File: src/rtl/fifo_stream_reader.sv
// fifo_stream_reader: pops words from a show-ahead FIFO into a
// two-entry skid buffer feeding a valid/ready stream.
module fifo_stream_reader #(
    parameter int WIDTH = 16,
    parameter int CNT_W = 16
) (
    input  logic             clk,
    input  logic             rst,
    input  logic             fifo_empty,
    input  logic [WIDTH-1:0] fifo_data,
    output logic             fifo_re,
    input  logic             flush,
    output logic [WIDTH-1:0] m_data,
    output logic             m_valid,
    input  logic             m_ready,
    output logic [1:0]       count,
    output logic [CNT_W-1:0] xfer_count
);

    // Occupancy doubles as the FSM state: the encoding is the word count.
    typedef enum logic [1:0] {
        S_EMPTY = 2'd0,
        S_ONE   = 2'd1,
        S_TWO   = 2'd2
    } state_t;

    state_t           state;
    state_t           state_nxt;
    logic [WIDTH-1:0] slot0;
    logic [WIDTH-1:0] slot1;
    logic             push;
    logic             pop;
    logic             ld0_fifo;
    logic             ld0_skid;
    logic             ld1_fifo;

    // Read only when there is room; the decision uses registered
    // occupancy so m_ready never reaches the FIFO combinationally.
    assign fifo_re = !rst && !flush && !fifo_empty && (state != S_TWO);

    assign push    = fifo_re;
    assign m_valid = (state != S_EMPTY);
    assign pop     = m_valid && m_ready;
    assign count   = state;
    assign m_data  = slot0;

    // Occupancy register; reset clears it immediately.
    always_ff @(posedge clk or posedge rst) begin
        if (rst) begin
            state <= S_EMPTY;
        end else begin
            state <= state_nxt;
        end
    end

    // Next occupancy and slot load selects; slot0 always holds the oldest.
    always_comb begin
        state_nxt = state;
        ld0_fifo  = 1'b0;
        ld0_skid  = 1'b0;
        ld1_fifo  = 1'b0;
        if (flush) begin
            state_nxt = S_EMPTY;
        end else begin
            case (state)
                S_EMPTY: begin
                    if (push) begin
                        ld0_fifo  = 1'b1;
                        state_nxt = S_ONE;
                    end
                end
                S_ONE: begin
                    if (push && pop) begin
                        ld0_fifo = 1'b1;
                    end else if (push) begin
                        ld1_fifo  = 1'b1;
                        state_nxt = S_TWO;
                    end else if (pop) begin
                        state_nxt = S_EMPTY;
                    end
                end
                S_TWO: begin
                    if (pop) begin
                        ld0_skid  = 1'b1;
                        state_nxt = S_ONE;
                    end
                end
                default: begin
                    state_nxt = S_EMPTY;
                end
            endcase
        end
    end

    // Data slots; the head slot shifts from the skid slot on a pop at two.
    always_ff @(posedge clk or posedge rst) begin
        if (rst) begin
            slot0 <= '0;
            slot1 <= '0;
        end else begin
            if (ld0_fifo) begin
                slot0 <= fifo_data;
            end else if (ld0_skid) begin
                slot0 <= slot1;
            end
            if (ld1_fifo) begin
                slot1 <= fifo_data;
            end
        end
    end

    // Completed downstream transfers; flush does not suppress a handshake.
    always_ff @(posedge clk or posedge rst) begin
        if (rst) begin
            xfer_count <= '0;
        end else if (pop) begin
            xfer_count <= xfer_count + CNT_W'(1);
        end
    end

endmodule
File: config.mk
export PLATFORM = sky130hd
export DESIGN_NAME = fifo_stream_reader
export DESIGN_NICKNAME = d
export VERILOG_FILES = /design/src/rtl/fifo_stream_reader.sv
export SDC_FILE = /design/constraint.sdc
export NUM_CORES = 1
export LEC_CHECK = 0
export CORE_UTILIZATION = 52
export DETAILED_ROUTE_END_ITERATION = 12
export GPL_TIMING_DRIVEN = 0
export PLACE_DENSITY_LB_ADDON = 0.25
export SLEW_MARGIN = 25
export SYNTH_ARGS = -nofsm -noshare
export SYNTH_HDL_FRONTEND = slang
export SYNTH_SLANG_ARGS = --single-unit
File: constraint.sdc
create_clock -name clk -period 3.6 [get_ports clk]
set_input_delay 0.54 -clock clk [delete_from_list [all_inputs] [get_ports clk]]
set_output_delay 0.54 -clock clk [all_outputs]
set_load 0.02 [all_outputs]
# Word level (Yosys, flattened, before mapping)
# Index checks and enable logic that the tools add are counted.
# Widths: inputs -> output; s select.
[word_totals]
regBits = 50
input_bits = 21
out_inout_bits = 36
word_cells = 43
[op_classes]
add_sub_neg = 1
n_eq_ne = 7
n_mux = 19
n_reduce_logical = 12
[op_table]
columns = ["op", "count"]
rows = [
  ["$mux 16", 2],
  ["$add 16x1->16 const B", 1],
  ["$mux 2", 6],
  ["$mux 1", 9],
  ["$ne 3x3->1 const B", 3],
  ["$pmux 2 s3", 1],
  ["$logic_and 1x1->1", 5],
  ["$ne 4x4->1 const B", 1],
  ["$reduce_and 4->1", 1],
  ["$reduce_bool 2->1", 2],
  ["$logic_not 1->1", 3],
  ["$eq 2x1->1 const B", 1],
  ["$eq 2x2->1 const B", 1],
  ["$logic_not 2->1", 1],
  ["$ne 2x2->1 const B", 1],
  ["$pmux 1 s2", 1],
]

# Longest topological paths before layout
[logic_depth]
ltp_word = 9
ltp_mapped = 6
ltp_nobuf = 4

# Worst setup path after synthesis
# Ideal clock, no wire load.
[synth_path]
path_type = "register to register"
from = "register state[1] (netlist: count[1])"
to = "register slot0[10] (netlist: m_data[10])"
setup_time_ns = 0.125
arrival_time_ns = 1.872
t_required_ns = 3.475
setup_slack_ns = 1.603
stages_incl_launch_ff = 6
path_buffers = 2
synth_period_minus_slack_ns = 1.997
cell_sequence = "dfrtp_1 -> buf_2 -> or4_4 -> a21oi_4 -> buf_12 -> mux2_4"
[synth_via]
elab_chain_len = 7
word_cells_on_any_way = 17
cone_classes = "eq/ne (3); mux (8); reduce/logical (6)"
[synth_rtl]
columns = ["item", "line_no", "source"]
rows = [
  ["from (decl)", "27", "state_t state;"],
  ["from (signal assigned)", "52", "state <= state_nxt;"],
  ["$ne 2x2->1 or $reduce_bool 2->1 (tied branches)", "39, 42", ""],
  ["$logic_and 1x1->1, on equally long branches", "39, 43", ""],
  ["$logic_and 1x1->1", "73", "if (push && pop) begin"],
  ["$mux 1", "73", ""],
  ["$pmux 1 s2", "65", "case (state)"],
  ["$mux 1", "62", "if (flush) begin"],
  ["$mux 16 or $reduce_bool 2->1 (tied branches)", "-", ""],
  ["to (signal assigned)", "102", "slot0 <= fifo_data;"],
  ["to (signal assigned)", "104", "slot0 <= slot1;"],
  ["to (decl)", "29", "logic [WIDTH-1:0] slot0;"],
]
# Parallel ways exist; a longest one is shown, timed or not.
# A chain may end at the register's enable or synchronous reset.

# Worst setup path after layout
[layout_path]
from = "input port flush"
to = "output port fifo_re"
[layout_via]
elab_chain_len = 4
[layout_rtl]
columns = ["item", "line_no", "source"]
rows = [
  ["from (decl)", "12", "input logic flush,"],
  ["$logic_not 1->1", "39", "assign fifo_re = !rst && !flush && !fifo_empty && (state != S_TWO);"],
  ["$logic_and 1x1->1 (3 in a row)", "39", ""],
  ["to (decl)", "11", "output logic fifo_re,"],
]
# Every way passes these cells.

==> summary.txt <==
Critical path
  – Critical Path AT: 2.07 ns
  – Worst Path Required: 3.06 ns
  – Kind of critical path: in2out
  – Crit path capture type: output port
  – Worst setup SP type: primary input
  – Critical Path Fanout Max: 5
  – R2R setup slack: 1.52 ns

Clock tree
  – CTS tree: yes
  – Postcts setup bufs: 0
  – CTS buffer count: 5
  – Max H-tree Level: 2
  – CTS Sinks: 50
  – Clock Latency Late Sink: 0.30 ns
  – Post_cts resized: 0
  – Clk root buf: clkbuf_8
  – Worst-path clk slew: 0.09 ns
  – Clock tree buffer depth: 2
  – CTS Hold Bufs: 0

STA
  – Setup repair after global routing missed its margin: no
  – Slew @ Worst Pin: 0.5278 ns
  – Max Transition Viols Final: 0
  – Max-slew headroom: 64.76%
  – Period Utilization, post-route: 72.47%
  – Setup TNS Final: 0 ns
  – Final Skew: 0.008516 ns
  – # setup viols final: 0
  – Final Hold Viols: 0
  – Final setup margin: 0.9910 ns
  – F_max: 383.3 MHz
  – Fin crit period: 2.609 ns

Drt
  – Vias/cell: 5.384
  – Routed Wire Length: 4529 microns
  – Drt wl/cell: 16.41 microns
  – Antenna-violating nets left: 0
  – Vias: 1486
  – Residual DRC: 0
  – Initial DRC Count: 67
  – DR pass1 iterations: 4

Cells and area
  – Post-route cell area: 3025 sq um
  – Fill cell count: 268
  – Antenna Cells: 0
  – Final core occ: 73.52%
  – Area of the multi-input gates: 1001 sq um
  – Layout Nets: 247
  – Reg area: 1251 sq um
  – Share of cells above drive strength 1: 29.20%
  – Area Growth Syn to Fin: 32.06%

Synthesis
  – Largest cells by area after synthesis: dfrtp_1 55%, mux2_2 19%, mux2_4 6.6%, xnor2_1 5.0%, nand4_1 1.6%
  – Cell with the most instances after synthesis: dfrtp_1
  – Yosys top cell by area: dfrtp_1
  – Number of enable flip-flop cells after synthesis: 0
  – Async set-reset flop share out of synthesis: 100.0%
  – Mean post-synth cell area: 14.23 sq um
  – Sequential area share after synthesis: 54.61%
  – Most used DFF post-synth: dfrtp_1
  – Synth warn: 0
  – Seq cells post-synth: 50
  – Synthesized cell area: 2291 sq um
  – Post-Syn Nets: 183
  – Post-synth top area share: 54.61%
  – Synth Instances: 161
  – Post-synthesis cell type count: 28
  – Top cells by count, synth: 50 x dfrtp_1, 39 x mux2_2, 13 x xnor2_1

Worst hold path
  – Worst min path class: reg2reg

Placed design
  – Setup WS pre-CTS: 0.9171 ns
  – Input/output buffers: 56
  – Gp weighted congestion: 0.6909
  – Post-DP HPWL: 3323 microns
  – DP Area: 2934 sq um

Flow run
  – Total of max-cap violations: 0

Die
  – Core area: 4115 sq um
  – Row count: 23
  – Effective utilization at floorplan: 55.67%
  – Die height: 68.38 microns
  – Die width: 68.38 microns
  – IO Count: 57
  – DIE AREA: 4675 sq um

Global route
  – Vias in the first global route: 1543
  – Largest net degree at the start of global routing: 28
  – Initial antenna violation count: 0
  – First-pass GRT wire length: 7189 microns
  – Total track usage: 21.46%
  – Grt total ovfl: 0

Power and ir drop
  – VDD IR max: 0.4102 mV
  – P_leak: 1.355 nW
  – Pwr per Cell Area: 523.9 nW/um^2

Outcome
  – Outcome: completed
==> cell families (layout without fill, tap and decap cells) <==
| group | Yosys count | after routing | synth area share [%] |
|---|---|---|---|
| mux | 50 | 50 | 26.16 |
| xor+xnor | 15 | 15 | 5.735 |
| fa+ha+maj | 1 | 1 | 0.5461 |
| buf+inv | 5 | 70 | 1.693 |
| simple gates | 35 | 35 | 9.231 |
| compound gates | 5 | 5 | 2.021 |
| flops | 50 | 50 | 54.61 |
==> final timing paths <==
check | start | end | cells after the start
max | flush | fifo_re | 3
min | xfer_count[15]$_DFFE_PP0P_ | xfer_count[15]$_DFFE_PP0P_ | 1
max reg2reg | count[0]$_DFFE_PP0P_ | m_data[11]$_DFFE_PP0P_ | 5
min reg2reg | xfer_count[15]$_DFFE_PP0P_ | xfer_count[15]$_DFFE_PP0P_ | 1
max in group asynchronous | rst | slot1[10]$_DFFE_PP0P_ | 3
min in group asynchronous | rst | xfer_count[12]$_DFFE_PP0P_ | 2
==> cell type report <==
| cell class | instances | area share [%] |
|---|---|---|
| Multi-Input combinational cell | 106 | 33.09 |
| Timing Repair Buffer | 57 | 19.19 |
| Sequential cell | 50 | 41.36 |
| Clock inverter | 1 | 0.1654 |
| Buffer | 4 | 1.158 |
| Inverter | 1 | 0.1241 |
| Clock buffer | 7 | 2.854 |
| Tap cell | 50 | 2.068 |
==> flip-flops by register name, indices dropped and copies added (netlist names) <==
name,flops
xfer_count,16
m_data,16
count,2
slot1,16
==> cells in the final DEF (no fill, tap or decap) <==
cell	count
a21oi_1	2
nand4_1	6
mux2i_1	1
clkinv_2	1
mux2_4	10
xnor2_1	13
nor3_1	2
mux2_2	39
clkdlybuf4s50_1	56
or4_4	1
ha_1	1
nand2_1	4
a21oi_4	1
buf_12	2
nor2_1	5
dfrtp_1	50
clkbuf_8	6
or2_2	1
and2_1	2
nor2b_1	2
clkbuf_1	1
nand3b_1	1
xor2_1	2
and4_1	2
and3_1	1
o2111a_1	1
nor4_1	1
o22a_1	1
buf_2	3
nand3b_4	1
nand3_1	6
inv_2	1
==> through the flow <==
stage	total power, mW	hold slack [ns]	cells
2_1_floorplan	1.031	0.4737	161
3_3_place_gp	1.238	0.4654	267
3_5_place_dp	1.268	0.4712	268
4_1_cts	1.604	0.4858	276
5_1_grt	1.670	0.4957	276
6_report	1.585	0.4823	276
==> worst max-delay path: stages <==
cell	delay (ns)
clkdlybuf4s50_1	0.53
nor4_1	0.34
clkdlybuf4s50_1	0.66
==> power breakdown <==
group | switching [mW] | internal (mW)
clock | 0.176 | 0.155
sequential | 0.0812 | 0.673
combinational | 0.209 | 0.291
total | 0.466 | 1.12
==> layer usage <==
metal / part of all wire, % / global-route usage (%) / wire length (microns)
met4: 1.5 / 10.16 / 67
met3: 3.7 / 3.667 / 166
met1: 44 / 26.81 / 1973
met5: 0 / 0 / 0
met2: 51 / 35.91 / 2322
Power figures use the tool's default switching activity.
